**src/rtl/hamming_secded_decoder_if.sv**
```systemverilog
// Valid/ready bus of the SECDED decoder: codeword in,
// decoded data plus error flags out.
interface hamming_secded_decoder_if #(
   parameter int DATA_W = 4,
   parameter int PAR_W  = 3
);
   localparam int CW = DATA_W + PAR_W + 1;

   logic              in_valid;
   logic              in_ready;
   logic [CW-1:0]     in_cw;
   logic              correct_en;
   logic              out_valid;
   logic              out_ready;
   logic [DATA_W-1:0] out_data;
   logic              err_single;
   logic              err_double;

   modport master (
      output in_valid, in_cw, correct_en, out_ready,
      input  in_ready, out_valid, out_data,
      input  err_single, err_double
   );

   modport slave (
      input  in_valid, in_cw, correct_en, out_ready,
      output in_ready, out_valid, out_data,
      output err_single, err_double
   );
endinterface

```
**src/rtl/hamming_secded_decoder.sv**
```systemverilog
// Extended-Hamming SECDED decoder: 2-stage pipeline with
// valid/ready flow control and saturating error counters.
module hamming_secded_decoder #(
   parameter int DATA_W = 4,
   parameter int PAR_W  = 3,
   parameter int CNT_W  = 16
) (
   input  logic                    clk,
   input  logic                    rst_n,
   hamming_secded_decoder_if.slave bus,
   input  logic                    cnt_clr,
   output logic [CNT_W-1:0]        cnt_corr,
   output logic [CNT_W-1:0]        cnt_uncorr
);
   localparam int CW = DATA_W + PAR_W + 1;

   function automatic logic [PAR_W-1:0] syndrome(
      input logic [CW-1:0] cw
   );
      logic [PAR_W-1:0] s;
      s = '0;
      for (int i = 1; i < CW; i++) begin
         if (cw[i]) s = s ^ PAR_W'(i);
      end
      return s;
   endfunction

   // Data bits fill non-power-of-two positions in
   // ascending order; shifting in from the top lands
   // the first one at bit 0.
   function automatic logic [DATA_W-1:0] extract(
      input logic [CW-1:0] cw
   );
      logic [DATA_W-1:0] d;
      d = '0;
      for (int i = 1; i < CW; i++) begin
         if ((i & (i - 1)) != 0) begin
            d = (d >> 1) | (DATA_W'(cw[i]) << (DATA_W - 1));
         end
      end
      return d;
   endfunction

   logic              s1_valid_q, s1_valid_d;
   logic [CW-1:0]     cw_q, cw_d;
   logic [PAR_W-1:0]  syn_q, syn_d;
   logic              par_q, par_d;
   logic              ce_q, ce_d;

   logic              ov_q, ov_d;
   logic [DATA_W-1:0] data_q, data_d;
   logic              es_q, es_d;
   logic              ed_q, ed_d;

   logic [CNT_W-1:0]  corr_q, corr_d;
   logic [CNT_W-1:0]  uncorr_q, uncorr_d;

   logic              adv1, adv2, hs;
   logic              single, dbl;
   logic [CW-1:0]     fixed;

   assign adv2 = !ov_q || bus.out_ready;
   assign adv1 = !s1_valid_q || adv2;
   assign hs   = ov_q && bus.out_ready;

   assign bus.in_ready   = adv1 && rst_n;
   assign bus.out_valid  = ov_q;
   assign bus.out_data   = data_q;
   assign bus.err_single = es_q;
   assign bus.err_double = ed_q;
   assign cnt_corr       = corr_q;
   assign cnt_uncorr     = uncorr_q;

   always_comb begin
      single = 1'b0;
      dbl    = 1'b0;
      fixed  = cw_q;
      if (par_q) begin
         if (syn_q == '0) begin
            single = 1'b1;
         end else if (int'(syn_q) <= CW - 1) begin
            single = 1'b1;
            if (ce_q) fixed = cw_q ^ (CW'(1) << syn_q);
         end else begin
            dbl = 1'b1;
         end
      end else if (syn_q != '0) begin
         dbl = 1'b1;
      end
   end

   always_comb begin
      s1_valid_d = s1_valid_q;
      cw_d       = cw_q;
      syn_d      = syn_q;
      par_d      = par_q;
      ce_d       = ce_q;
      ov_d       = ov_q;
      data_d     = data_q;
      es_d       = es_q;
      ed_d       = ed_q;
      corr_d     = corr_q;
      uncorr_d   = uncorr_q;
      if (adv1) begin
         s1_valid_d = bus.in_valid;
         cw_d       = bus.in_cw;
         syn_d      = syndrome(bus.in_cw);
         par_d      = ^bus.in_cw;
         ce_d       = bus.correct_en;
      end
      // Flags are qualified so an empty slot reads all-zero.
      if (adv2) begin
         ov_d   = s1_valid_q;
         data_d = s1_valid_q ? extract(fixed) : '0;
         es_d   = s1_valid_q && single;
         ed_d   = s1_valid_q && dbl;
      end
      if (cnt_clr) begin
         corr_d   = '0;
         uncorr_d = '0;
      end else if (hs) begin
         if (es_q && corr_q != '1)   corr_d   = corr_q + 1'b1;
         if (ed_q && uncorr_q != '1) uncorr_d = uncorr_q + 1'b1;
      end
   end

   always_ff @(posedge clk or negedge rst_n) begin
      if (!rst_n) begin
         s1_valid_q <= 1'b0;
         cw_q       <= '0;
         syn_q      <= '0;
         par_q      <= 1'b0;
         ce_q       <= 1'b0;
         ov_q       <= 1'b0;
         data_q     <= '0;
         es_q       <= 1'b0;
         ed_q       <= 1'b0;
         corr_q     <= '0;
         uncorr_q   <= '0;
      end else begin
         s1_valid_q <= s1_valid_d;
         cw_q       <= cw_d;
         syn_q      <= syn_d;
         par_q      <= par_d;
         ce_q       <= ce_d;
         ov_q       <= ov_d;
         data_q     <= data_d;
         es_q       <= es_d;
         ed_q       <= ed_d;
         corr_q     <= corr_d;
         uncorr_q   <= uncorr_d;
      end
   end
endmodule

```
**src/flat_wrapper.sv**
```systemverilog
// flat-port wrapper written by rule: the top's interface ports become plain ports
module hamming_secded_decoder_flat 
#(
   parameter int DATA_W = 4,
   parameter int PAR_W  = 3,
   parameter int CNT_W  = 16
)
  (clk, rst_n, cnt_clr, cnt_corr, cnt_uncorr, bus_in_valid, bus_in_cw, bus_correct_en, bus_out_ready, bus_in_ready, bus_out_valid, bus_out_data, bus_err_single, bus_err_double);
  hamming_secded_decoder_if #(.DATA_W(DATA_W), .PAR_W(PAR_W)) bus_i ();
  input  logic clk;
  input  logic rst_n;
  input  logic cnt_clr;
  output logic [CNT_W-1:0] cnt_corr;
  output logic [CNT_W-1:0] cnt_uncorr;
  input wire logic [$bits(bus_i.in_valid)-1:0] bus_in_valid;
  input wire logic [$bits(bus_i.in_cw)-1:0] bus_in_cw;
  input wire logic [$bits(bus_i.correct_en)-1:0] bus_correct_en;
  input wire logic [$bits(bus_i.out_ready)-1:0] bus_out_ready;
  output wire logic [$bits(bus_i.in_ready)-1:0] bus_in_ready;
  output wire logic [$bits(bus_i.out_valid)-1:0] bus_out_valid;
  output wire logic [$bits(bus_i.out_data)-1:0] bus_out_data;
  output wire logic [$bits(bus_i.err_single)-1:0] bus_err_single;
  output wire logic [$bits(bus_i.err_double)-1:0] bus_err_double;
  assign bus_i.in_valid = bus_in_valid;
  assign bus_i.in_cw = bus_in_cw;
  assign bus_i.correct_en = bus_correct_en;
  assign bus_i.out_ready = bus_out_ready;
  assign bus_in_ready = bus_i.in_ready;
  assign bus_out_valid = bus_i.out_valid;
  assign bus_out_data = bus_i.out_data;
  assign bus_err_single = bus_i.err_single;
  assign bus_err_double = bus_i.err_double;
  hamming_secded_decoder #(.DATA_W(DATA_W), .PAR_W(PAR_W), .CNT_W(CNT_W)) u_core (.clk(clk), .rst_n(rst_n), .bus(bus_i), .cnt_clr(cnt_clr), .cnt_corr(cnt_corr), .cnt_uncorr(cnt_uncorr));
endmodule
```
**config.mk**
```make
export PLATFORM = sky130hd
export DESIGN_NAME = hamming_secded_decoder_flat
export DESIGN_NICKNAME = d
export VERILOG_FILES = /design/src/rtl/hamming_secded_decoder_if.sv /design/src/rtl/hamming_secded_decoder.sv /design/src/flat_wrapper.sv
export SDC_FILE = /design/constraint.sdc
export NUM_CORES = 1
export LEC_CHECK = 0
export ABC_AREA = 1
export CAP_MARGIN = 10
export CORE_MARGIN = 3
export CORE_UTILIZATION = 49
export DETAILED_ROUTE_END_ITERATION = 7
export PLACE_DENSITY = 0.76
export SLEW_MARGIN = 30
export SYNTH_ARGS = -nofsm -noshare
export SYNTH_HDL_FRONTEND = slang
export SYNTH_SLANG_ARGS = --single-unit
```
**constraint.sdc**
```tcl
create_clock -name clk -period 4.1 [get_ports clk]
set_clock_uncertainty 0.2 [all_clocks]
set_input_delay 1.23 -clock clk [delete_from_list [all_inputs] [get_ports clk]]
set_output_delay 1.23 -clock clk [all_outputs]
set_load 0.01 [all_outputs]
```
==> results.ini, run 1 <==
[run_status]
status=finished, final reports clean

[finish]
fin_util=0.6505
post_route_cells_drive_above_1_share=0.06237
area_delta_synth_final_pct=25.50
n_antenna_cell=0
fin_nets=480

[timing]
timing.hold.ws_ns=0.2955
rsz0062_at_grt=false
period_share=0.8943
timing.fmax_ghz=0.2727
timing.final.ws_setup_ns=0.4334
min_period_ns=3.667
worstMarginPinSlew_ns=0.7470
slew_violations=0
finalSetupViolCount=0
hold_violations=0
fin_tns_setup_ns=0
slew_headroom=0.5002

[worst_setup_path]
cp.arrival_ns=2.24
slowest_delay_ns=0.42
crit_chain=clkdlybuf4s50_1 -> inv_1 -> nand2_1 -> nor2_2 -> inv_1 -> nand2_1 -> inv_1 -> dlymetal6s2s_1
start_kind=input pin
cpMostUsedCell=inv_1
r2r_setup_slack_ns=1.88
crit_slowest_cell=clkdlybuf4s50_1
cp-end-kind=primary output
r2r-start=u_core.cnt_uncorr[0]
critical_path_required_ns=2.67
path_class=input pin to primary output
reg2regPathDepth=10
critPathCapture=bus_in_ready
timing.rr.end=u_core.cnt_uncorr[6]
crit_start=bus_out_ready
crit_fanout=2

[synthesis]
synth_top_area_cell=dfrtp_1
synth_top_area_share=0.4193
async_reset_ff_frac=1.000
syn_nets=420
avgSynthCellArea_um2=7.238
synth-seq-cells=49
ys_top_cells_by_area=dfrtp_1 (42%), nand2_1 (20%), nor2_1 (6.2%)
synth_top_flop_cell=dfrtp_1
yosys_warnings=0
synth_cell_types=29
synth_area_mm2=0.002924
ys_top_cells_by_count=nand2_1 (158), dfrtp_1 (49), nor2_1 (48)
yosysMostFrequentCell=nand2_1
syn_inst=404
synth-edff-count=0
ys_seq_area_frac=0.4193

[clock_tree]
cts_root_buf=clkbuf_8
clkLatencyLatePin_ns=0.29
cts_tree=yes
htree_num_levels=2
clkSinkCount=49
holdBufCountCts=0
cts_buffer_depth=2
cts_made_buffers=5
cts.clk_slew.worst_paths_ns=0.09

[global_route]
globalRoute.totalOverflow=0
antenna_found_initial=0
grt_pass1_wl_um=11600
grt_use_total=0.1974
grt_pass1_vias=2589
grt_max_degree=50

[detailed_routing]
vias_per_cell=5.088
drtAntennaViolNets=0
drt_iter0_drc=209
first_pass_iters=4
vias=2732
route.detailed.wl_per_inst_um=12.25
drt-total-wl_um=6580
drc=0

[floorplanning]
die_y_um=83.25
ios=54
core-area_mm2=0.005642
core.rowCount=27
die_x_um=83.25
initial_core_util=0.5183
die-area_mm2=0.006931

[placed_design]
io_buffer_count=53
place_ws_ns=0.03645
routabilityCongestion=0.8777
post-dp-hpwl_um=4956

[pwr]
power_uw=1067
ir_drop_mv=0.1720
p_per_area_mw_per_mm2=290.9
p_leak_uw=0.001644

[hold_path]
hold_class=register to register

[run]
maxCapViolations=0

-- sequential cells by signal (all words and copies together), names as in the netlist, 3 cells and up --
name                 flops
u_core.cw_q              4
u_core.syn_q             3
u_core.cnt_uncorr       16
u_core.bus.out_data      4
u_core.cnt_corr         16
-- per-layer routing --
| layer | part of all wire | vias up | global-route usage |
|---|---|---|---|
| li1 | - | 1414 | - |
| met1 | 0.48 | 1247 | 0.2687 |
| met2 | 0.48 | 64 | 0.3287 |
| met3 | 0.038 | 7 | 0.03175 |
| met4 | 0.0088 | 0 | 0.04755 |
| met5 | 0 | - | 0 |
-- cell families (layout without fill, tap and decap cells) --
family	after synthesis	count (layout)	synth area share
AO/OA/AOI/OAI	26	26	0.05520
flip-flops	49	49	0.4193
AND/OR/NAND/NOR	263	263	0.3830
buffers and inverters	38	99	0.05605
adder cells (fa/ha/maj)	2	2	0.008557
XOR/XNOR	26	26	0.07788
-- what timing repair did --
action                     4_1_cts  5_1_grt
buffers inserted                 0        0
setup endpoints to repair        0        1
hold endpoints to repair         0        0
resized for setup                0        1
-- worst min path at each step --
stage	start	to	slack, ns	cells after the start
floorplan	u_core.ce_q	u_core.ce_q	0.25	2
global placement	u_core.s1_valid_q	u_core.bus.out_valid	0.26	2
detailed placement	u_core.ce_q	u_core.ce_q	0.27	2
CTS	u_core.ce_q	u_core.ce_q	0.29	2
global route	u_core.ce_q	u_core.ce_q	0.31	2
finish	u_core.ce_q	u_core.ce_q	0.30	2
-- layout make-up --
cell class              instances  area, um2
fillers                       518       1972
multi-input cells             317       1534
flip-flops and latches         49       1226
repair buffers                 61      588.1
inverters                      30      115.1
well taps                      72      90.09
clock buffers                   7      86.33
clock inverters                 1      30.03
-- power breakdown --
group          switching (uW)  leakage (uW)  internal (uW)  total (uW)
Clock                     159     0.0000585            199         358
Sequential               25.3      0.000652            511         536
Combinational            98.5      0.000934           75.4         174
-- through the flow --
step                cells  cell area, um2
global route          537            3670
CTS                   537            3667
global placement      529            3551
detailed placement    529            3551
floorplan             404            2924
finish                537            3670
-- layout by cell type (no fill, tap or decap), types with 2 or more instances in the layout --
cell             netlist  routed
nor2_4                 3       3
o21ai_0               15      15
xor2_1                18      18
dfrtp_1               49      49
ha_1                   2       2
nor2_1                48      48
xnor2_1                8       8
clkbuf_8               0       6
clkdlybuf4s50_1        0      51
nand2_1              158     158
o21bai_1               6       6
nor2_2                 3       3
inv_1                 28      28
or2_2                  2       2
nand3_1               23      23
buf_4                  0       8
nand4_1               22      22
-- worst max-delay path, delay by kind of cell --
family | cells | cell delay (ns)
buffers and inverters | 5 | 0.77
AND/OR/NAND/NOR | 3 | 0.25
(Power assumes the default switching activity.)
==> inputs of run 2 (changes only) <==
--- a/config.mk
+++ b/config.mk
@@ -9,7 +9,9 @@
 export CAP_MARGIN = 10
 export CORE_MARGIN = 3
 export CORE_UTILIZATION = 49
+export CTS_BUF_LIST = sky130_fd_sc_hd__clkbuf_16
 export DETAILED_ROUTE_END_ITERATION = 7
+export GPL_TIMING_DRIVEN = 0
 export PLACE_DENSITY = 0.76
 export SLEW_MARGIN = 30
 export SYNTH_ARGS = -nofsm -noshare
==> run 2 against run 1 <==
- routed wire length increased by 5.3%
- largest power group unchanged
- largest cell class unchanged
- first-iteration DRC count increased by 25%
- clock power increased by 29%
- utilization increased by 1.3 points
- register-to-register slack improved by 0.03 ns
- critical path type unchanged
- final cell count increased by 0.56%
- clock-buffer cell count decreased by 2
==> results.ini, run 2 (synthesis results as in run 1) <==
[detailed_routing]
drt-total-wl_um=6932  ; was 6580 um
drtAntennaViolNets=0  ; unchanged
vias=2778  ; was 2732
drc=0  ; unchanged
drt_iter0_drc=262  ; was 209
first_pass_iters=4  ; unchanged
vias_per_cell=5.144  ; was 5.088
route.detailed.wl_per_inst_um=12.84  ; was 12.25 um

[pwr]
p_per_area_mw_per_mm2=315.3  ; was 290.9 mW/mm2
combPwrFrac=0.154  ; was 0.163
p_leak_uw=0.001661  ; was 0.001644 uW
p_int_uw=875.4  ; was 785.1 uW
power_uw=1181  ; was 1067 uW
ir_drop_mv=0.2601  ; was 0.1720 mV
p_clk_frac=0.391  ; was 0.335
switching_share=0.2586  ; was 0.2645
p_seq_frac=0.455  ; was 0.502
power.net_switching_uw=305.3  ; was 282.3 uW

[floorplanning]
die-area_mm2=0.006931  ; unchanged
core-area_mm2=0.005642  ; unchanged
core.rowCount=27  ; unchanged
die_y_um=83.25  ; unchanged
initial_core_util=0.5183  ; unchanged
ios=54  ; unchanged
die_x_um=83.25  ; unchanged

[global_route]
grt_pass1_wl_um=12150  ; was 11600 um
antenna_found_initial=0  ; unchanged
grt_pass1_vias=2637  ; was 2589
grt_use_total=0.2105  ; was 0.1974
grt_max_degree=51  ; was 50
globalRoute.totalOverflow=0  ; unchanged

[finish]
final_area_mm2=0.003745  ; was 0.003670 mm2
fin_util=0.6638  ; was 0.6505
fin_nets=483  ; was 480
post_route_cells_drive_above_1_share=0.06624  ; was 0.06237
area_delta_synth_final_pct=28.07  ; was 25.50%
n_antenna_cell=0  ; unchanged
fill_cells=490  ; was 518
layout_commonest_cell=nand2_1  ; unchanged
final_cell_mix=nand2_1 (157), clkdlybuf4s50_1 (51), dfrtp_1 (49)  ; was nand2_1 (158), clkdlybuf4s50_1 (51), dfrtp_1 (49)

[clock_tree]
clkSinkCount=49  ; unchanged
cts_buffer_depth=2  ; unchanged
cts_tree=yes  ; unchanged
holdBufCountCts=0  ; unchanged
cts_made_buffers=5  ; unchanged
htree_num_levels=2  ; unchanged
cts_root_buf=clkbuf_16  ; was clkbuf_8
cts.clk_slew.worst_paths_ns=0.06  ; was 0.09 ns
clkLatencyLatePin_ns=0.29  ; about the same

[worst_setup_path]
critical_path_required_ns=2.67  ; about the same
slowest_delay_ns=0.50  ; was 0.42 ns
path_class=input pin to primary output  ; unchanged
cpMostUsedCell=inv_1  ; unchanged
start_kind=input pin  ; unchanged
crit_slowest_cell=clkdlybuf4s50_1  ; unchanged
cp.arrival_ns=2.51  ; was 2.24 ns
crit_chain=clkdlybuf4s50_1 -> inv_2 -> nand2_2 -> nor2_4 -> inv_1 -> buf_6 -> nand2_1 -> inv_1 -> clkdlybuf4s15_1  ; was clkdlybuf4s50_1 -> inv_1 -> nand2_1 -> nor2_2 -> inv_1 -> nand2_1 -> inv_1 -> dlymetal6s2s_1
cp-end-kind=primary output  ; unchanged
crit_fanout=10  ; was 2

[placed_design]
io_buffer_count=53  ; unchanged
routabilityCongestion=0.9217  ; was 0.8777
post-dp-hpwl_um=5112  ; was 4956 um
placedInstanceArea_mm2=0.003542  ; was 0.003551 mm2

[timing]
worstMarginPinSlew_ns=0.8266  ; was 0.7470 ns
timing.fmax_ghz=0.2536  ; was 0.2727 GHz
slew_violations=0  ; unchanged
period_share=0.9618  ; was 0.8943
finalSetupViolCount=0  ; unchanged
hold_violations=0  ; unchanged
timing.hold.ws_ns=0.3055  ; was 0.2955 ns
min_period_ns=3.943  ; was 3.667 ns
slew_headroom=0.4431  ; was 0.5002
rsz0062_at_grt=false  ; unchanged

[run]
maxCapViolations=0  ; unchanged

[hold_path]
hold_class=register to register  ; unchanged

[run_status]
status=finished, final reports clean  ; unchanged

==> run 2: cell count changes in the layout (fill, tap and decap cells not counted), sizes merged <==
cell           change
buf                +1
clkdlybuf4s15      +1
clkinv             +1
clkinvlp           +1
dlymetal6s2s       -1
==> run 2: power by group through the flow <==
stage | combinational (uW) | clock (uW) | sequential (uW)
finish | 182 | 462 | 537
floorplan | 91.2 | 0 | 546
detailed placement | 177 | 0 | 545
global route | 203 | 486 | 542
CTS | 183 | 466 | 537
global placement | 174 | 0 | 544
==> run 2: metal layers <==
layer | GRT usage | wire (um) | vias up
met4 | 0.05646 | 65 | 0
met5 | 0 | 0 | -
met2 | 0.3608 | 3471 | 68
li1 | - | - | 1420
met3 | 0.03968 | 345 | 8
met1 | 0.2718 | 3049 | 1282
==> run 2: critical path, delay by kind of cell <==
| kind | cells | cell delay, ns |
|---|---|---|
| buf+inv | 6 | 1.10 |
| simple gates | 3 | 0.18 |
==> run 2: final timing paths <==
| path | from | to | slack (ns) | cells past startpoint |
|---|---|---|---|---|
| max in group asynchronous | rst_n | u_core.bus.err_single | 2.52 | 1 |
| min reg2reg | u_core.ce_q | u_core.ce_q | 0.31 | 2 |
| min in group asynchronous | rst_n | u_core.cnt_uncorr[11] | 0.76 | 1 |
| min | u_core.ce_q | u_core.ce_q | 0.31 | 2 |
| max | bus_out_ready | bus_in_ready | 0.16 | 9 |
| max reg2reg | u_core.cnt_uncorr[0] | u_core.cnt_uncorr[4] | 1.91 | 8 |
==> run 2: area by class of cell <==
class	count	area (um2)	area share
Multi-Input combinational cell	317	1541	0.4116
Sequential cell	49	1226	0.3274
Timing Repair Buffer	56	550.5	0.1470
Clock buffer	5	125.1	0.03341
Inverter	30	115.1	0.03074
Tap cell	72	90.09	0.02406
Buffer	8	55.05	0.01470
Clock inverter	3	41.29	0.01103
==> run 2: through the flow <==
step	std cells	setup WS, ns	TNS (ns)
after global routing	540	0.02247	0
final	540	0.1566	0
after global placement	529	-1.441	-1.441
after detailed placement	529	-0.4634	-0.4634
after CTS	539	0.02678	0
after floorplan	404	0.6426	0
==> run 2: repair_timing <==
item | CTS | global route
endpoints found under the setup margin | 1 | 1
pin swaps | 1 | 1
setup buffers | 2 | 1
hold endpoints to repair | 0 | 0
gates resized for setup | 4 | 3
==> inputs of run 3 (changes only) <==
--- a/config.mk
+++ b/config.mk
@@ -13,7 +13,7 @@
 export DETAILED_ROUTE_END_ITERATION = 7
 export GPL_TIMING_DRIVEN = 0
 export PLACE_DENSITY = 0.76
-export SLEW_MARGIN = 30
+export SLEW_MARGIN = 20
 export SYNTH_ARGS = -nofsm -noshare
 export SYNTH_HDL_FRONTEND = slang
 export SYNTH_SLANG_ARGS = --single-unit
==> run 3 against run 2 <==
- fmax down 0.81%
- first-iteration DRC count decreased by 18%
- combinational power grew 2%
- sequential share of layout area down 0.21 points
- die area stayed put
- clock-buffer cell count unchanged
- flip-flop and latch count unchanged
- design area is 0.63% higher
- hold slack got worse by 0.0023 ns
- routed wire length is 1.3% higher
- critical path depth unchanged
- via count rose by 1.5%
- largest cell class unchanged
==> results.ini, run 3 (synthesis results as in run 1) <==
[worst_setup_path]
start_kind=input pin  ; unchanged
crit_fanout=10  ; unchanged
crit_family=buffers and inverters  ; unchanged
crit_chain=clkdlybuf4s50_1 -> inv_2 -> nand2_2 -> nor2_4 -> inv_1 -> buf_6 -> nand2_1 -> inv_1 -> dlygate4sd2_1  ; was clkdlybuf4s50_1 -> inv_2 -> nand2_2 -> nor2_4 -> inv_1 -> buf_6 -> nand2_1 -> inv_1 -> clkdlybuf4s15_1
critical_path_required_ns=2.67  ; about the same
path_buf_inv=6  ; unchanged
crit_slowest_cell=clkdlybuf4s50_1  ; unchanged
slowest_delay_ns=0.50  ; about the same
path_class=input pin to primary output  ; unchanged
cp.arrival_ns=2.55  ; was 2.51 ns
cpMostUsedCell=inv_1  ; unchanged
cp-end-kind=primary output  ; unchanged

[clock_tree]
cts_buffer_depth=2  ; unchanged
cts_tree=yes  ; unchanged
clkSinkCount=49  ; unchanged
cts_made_buffers=5  ; unchanged
cts_root_buf=clkbuf_16  ; unchanged
clkLatencyLatePin_ns=0.29  ; about the same
holdBufCountCts=0  ; unchanged
cts.clk_slew.worst_paths_ns=0.07  ; was 0.06 ns
htree_num_levels=2  ; unchanged

[detailed_routing]
vias=2819  ; was 2778
first_pass_iters=4  ; unchanged
vias_per_cell=5.201  ; was 5.144
drt_iter0_drc=214  ; was 262
drc=0  ; unchanged
route.detailed.wl_per_inst_um=12.96  ; was 12.84 um
drtAntennaViolNets=0  ; unchanged
drt-total-wl_um=7025  ; was 6932 um

[global_route]
grt_use_total=0.2134  ; was 0.2105
antenna_found_initial=0  ; unchanged
globalRoute.totalOverflow=0  ; unchanged
grt_pass1_wl_um=12200  ; was 12150 um
grt.busiest_layer=met2  ; unchanged
use_met3=0.03571  ; was 0.03968
grt_pass1_vias=2620  ; was 2637
grtUsageMet1=0.2840  ; was 0.2718
grt_use_met2=0.3579  ; was 0.3608
grt_max_degree=29  ; was 51

[placed_design]
routabilityCongestion=0.9217  ; unchanged
post-dp-hpwl_um=5215  ; was 5112 um
placedInstanceArea_mm2=0.003560  ; was 0.003542 mm2
place_ws_ns=-0.4686  ; was -0.4634 ns
io_buffer_count=53  ; unchanged

[timing]
timing.final.ws_setup_ns=0.1246  ; was 0.1566 ns
hold_violations=0  ; unchanged
finalSetupViolCount=0  ; unchanged
slew_headroom=0.4563  ; was 0.4431
fin_tns_setup_ns=0  ; unchanged
timing.hold.ws_ns=0.3032  ; was 0.3055 ns
period_share=0.9696  ; was 0.9618
timing.fmax_ghz=0.2515  ; was 0.2536 GHz
rsz0062_at_grt=false  ; unchanged
min_period_ns=3.975  ; was 3.943 ns
slew_violations=0  ; unchanged
worstMarginPinSlew_ns=0.8070  ; was 0.8266 ns

[pwr]
p_per_area_mw_per_mm2=314.5  ; was 315.3 mW/mm2
ir_drop_mv=0.2558  ; was 0.2601 mV
p_leak_uw=0.001676  ; was 0.001661 uW

[floorplanning]
die_y_um=83.25  ; unchanged
die_x_um=83.25  ; unchanged
core.rowCount=27  ; unchanged
ios=54  ; unchanged
core-area_mm2=0.005642  ; unchanged
initial_core_util=0.5183  ; unchanged
die-area_mm2=0.006931  ; unchanged

[finish]
post_route_cells_drive_above_1_share=0.07021  ; was 0.06624
area_delta_synth_final_pct=28.88  ; was 28.07%
layout_commonest_cell=nand2_1  ; unchanged
final_area_mm2=0.003769  ; was 0.003745 mm2
fin_nets=485  ; was 483
n_antenna_cell=0  ; unchanged
fin_util=0.6680  ; was 0.6638
final_cell_mix=nand2_1 (157), clkdlybuf4s50_1 (51), dfrtp_1 (49)  ; unchanged

[run_status]
status=finished, final reports clean  ; unchanged

[hold_path]
hold_class=register to register  ; unchanged

[run]
maxCapViolations=0  ; unchanged

run 3: cell types whose count changed in the layout (fill, tap and decap cells not counted), sizes merged:
cell	before	now
buf	10	12
clkdlybuf4s15	1	0
dlygate4sd2	0	1
run 3: where the power goes:
group | switching, uW | internal [uW] | leakage (uW)
sequential | 26.1 | 511 | 0.000652
clock | 177 | 286 | 0.0000775
combinational | 105 | 80.6 | 0.000947
run 3: through the flow:
| stage | std cells | total power [uW] |
|---|---|---|
| detailed placement | 530 | 723.9 |
| CTS | 540 | 1192 |
| finish | 542 | 1185 |
| global route | 542 | 1240 |
| global placement | 529 | 718.2 |
| floorplan | 404 | 637.0 |
run 3: worst min-delay path, stage by stage (launching register included):
cell	delay (ns)
dfrtp_1	0.36
nand2_1	0.06
nand2_1	0.05
run 3: worst paths after layout:
check / slack, ns / end / cells past startpoint / start
worst max-delay path: 0.12 / bus_in_ready / 9 / bus_out_ready
max in group asynchronous: 2.44 / u_core.bus.err_double / 2 / rst_n
worst max register to register: 1.85 / u_core.cnt_uncorr[4] / 8 / u_core.cnt_uncorr[0]
worst min-delay path: 0.30 / u_core.cw_q[7] / 2 / u_core.cw_q[7]
min in group asynchronous: 0.72 / u_core.cnt_uncorr[7] / 1 / rst_n
worst min register to register: 0.30 / u_core.cw_q[7] / 2 / u_core.cw_q[7]
run 3: final cells by class:
| type | instances | area, um2 |
|---|---|---|
| inverters | 30 | 115.1 |
| well taps | 72 | 90.09 |
| plain buffers | 8 | 55.05 |
| flip-flops and latches | 49 | 1226 |
| clock inverters | 3 | 41.29 |
| repair buffers | 58 | 574.3 |
| fillers | 474 | 1873 |
| clock buffers | 5 | 125.1 |
| multi-input cells | 317 | 1541 |
run 3: timing repair:
item / CTS / global route
pin swaps: 1 / 1
setup endpoints to repair: 1 / 1
resized for setup: 4 / 2
setup buffers: 2 / 2
run 3: metal layers:
layer / share of wire / wire [um]
met5: 0 / 0
met4: 0.013 / 90
met3: 0.046 / 326
met2: 0.49 / 3465
met1: 0.45 / 3143
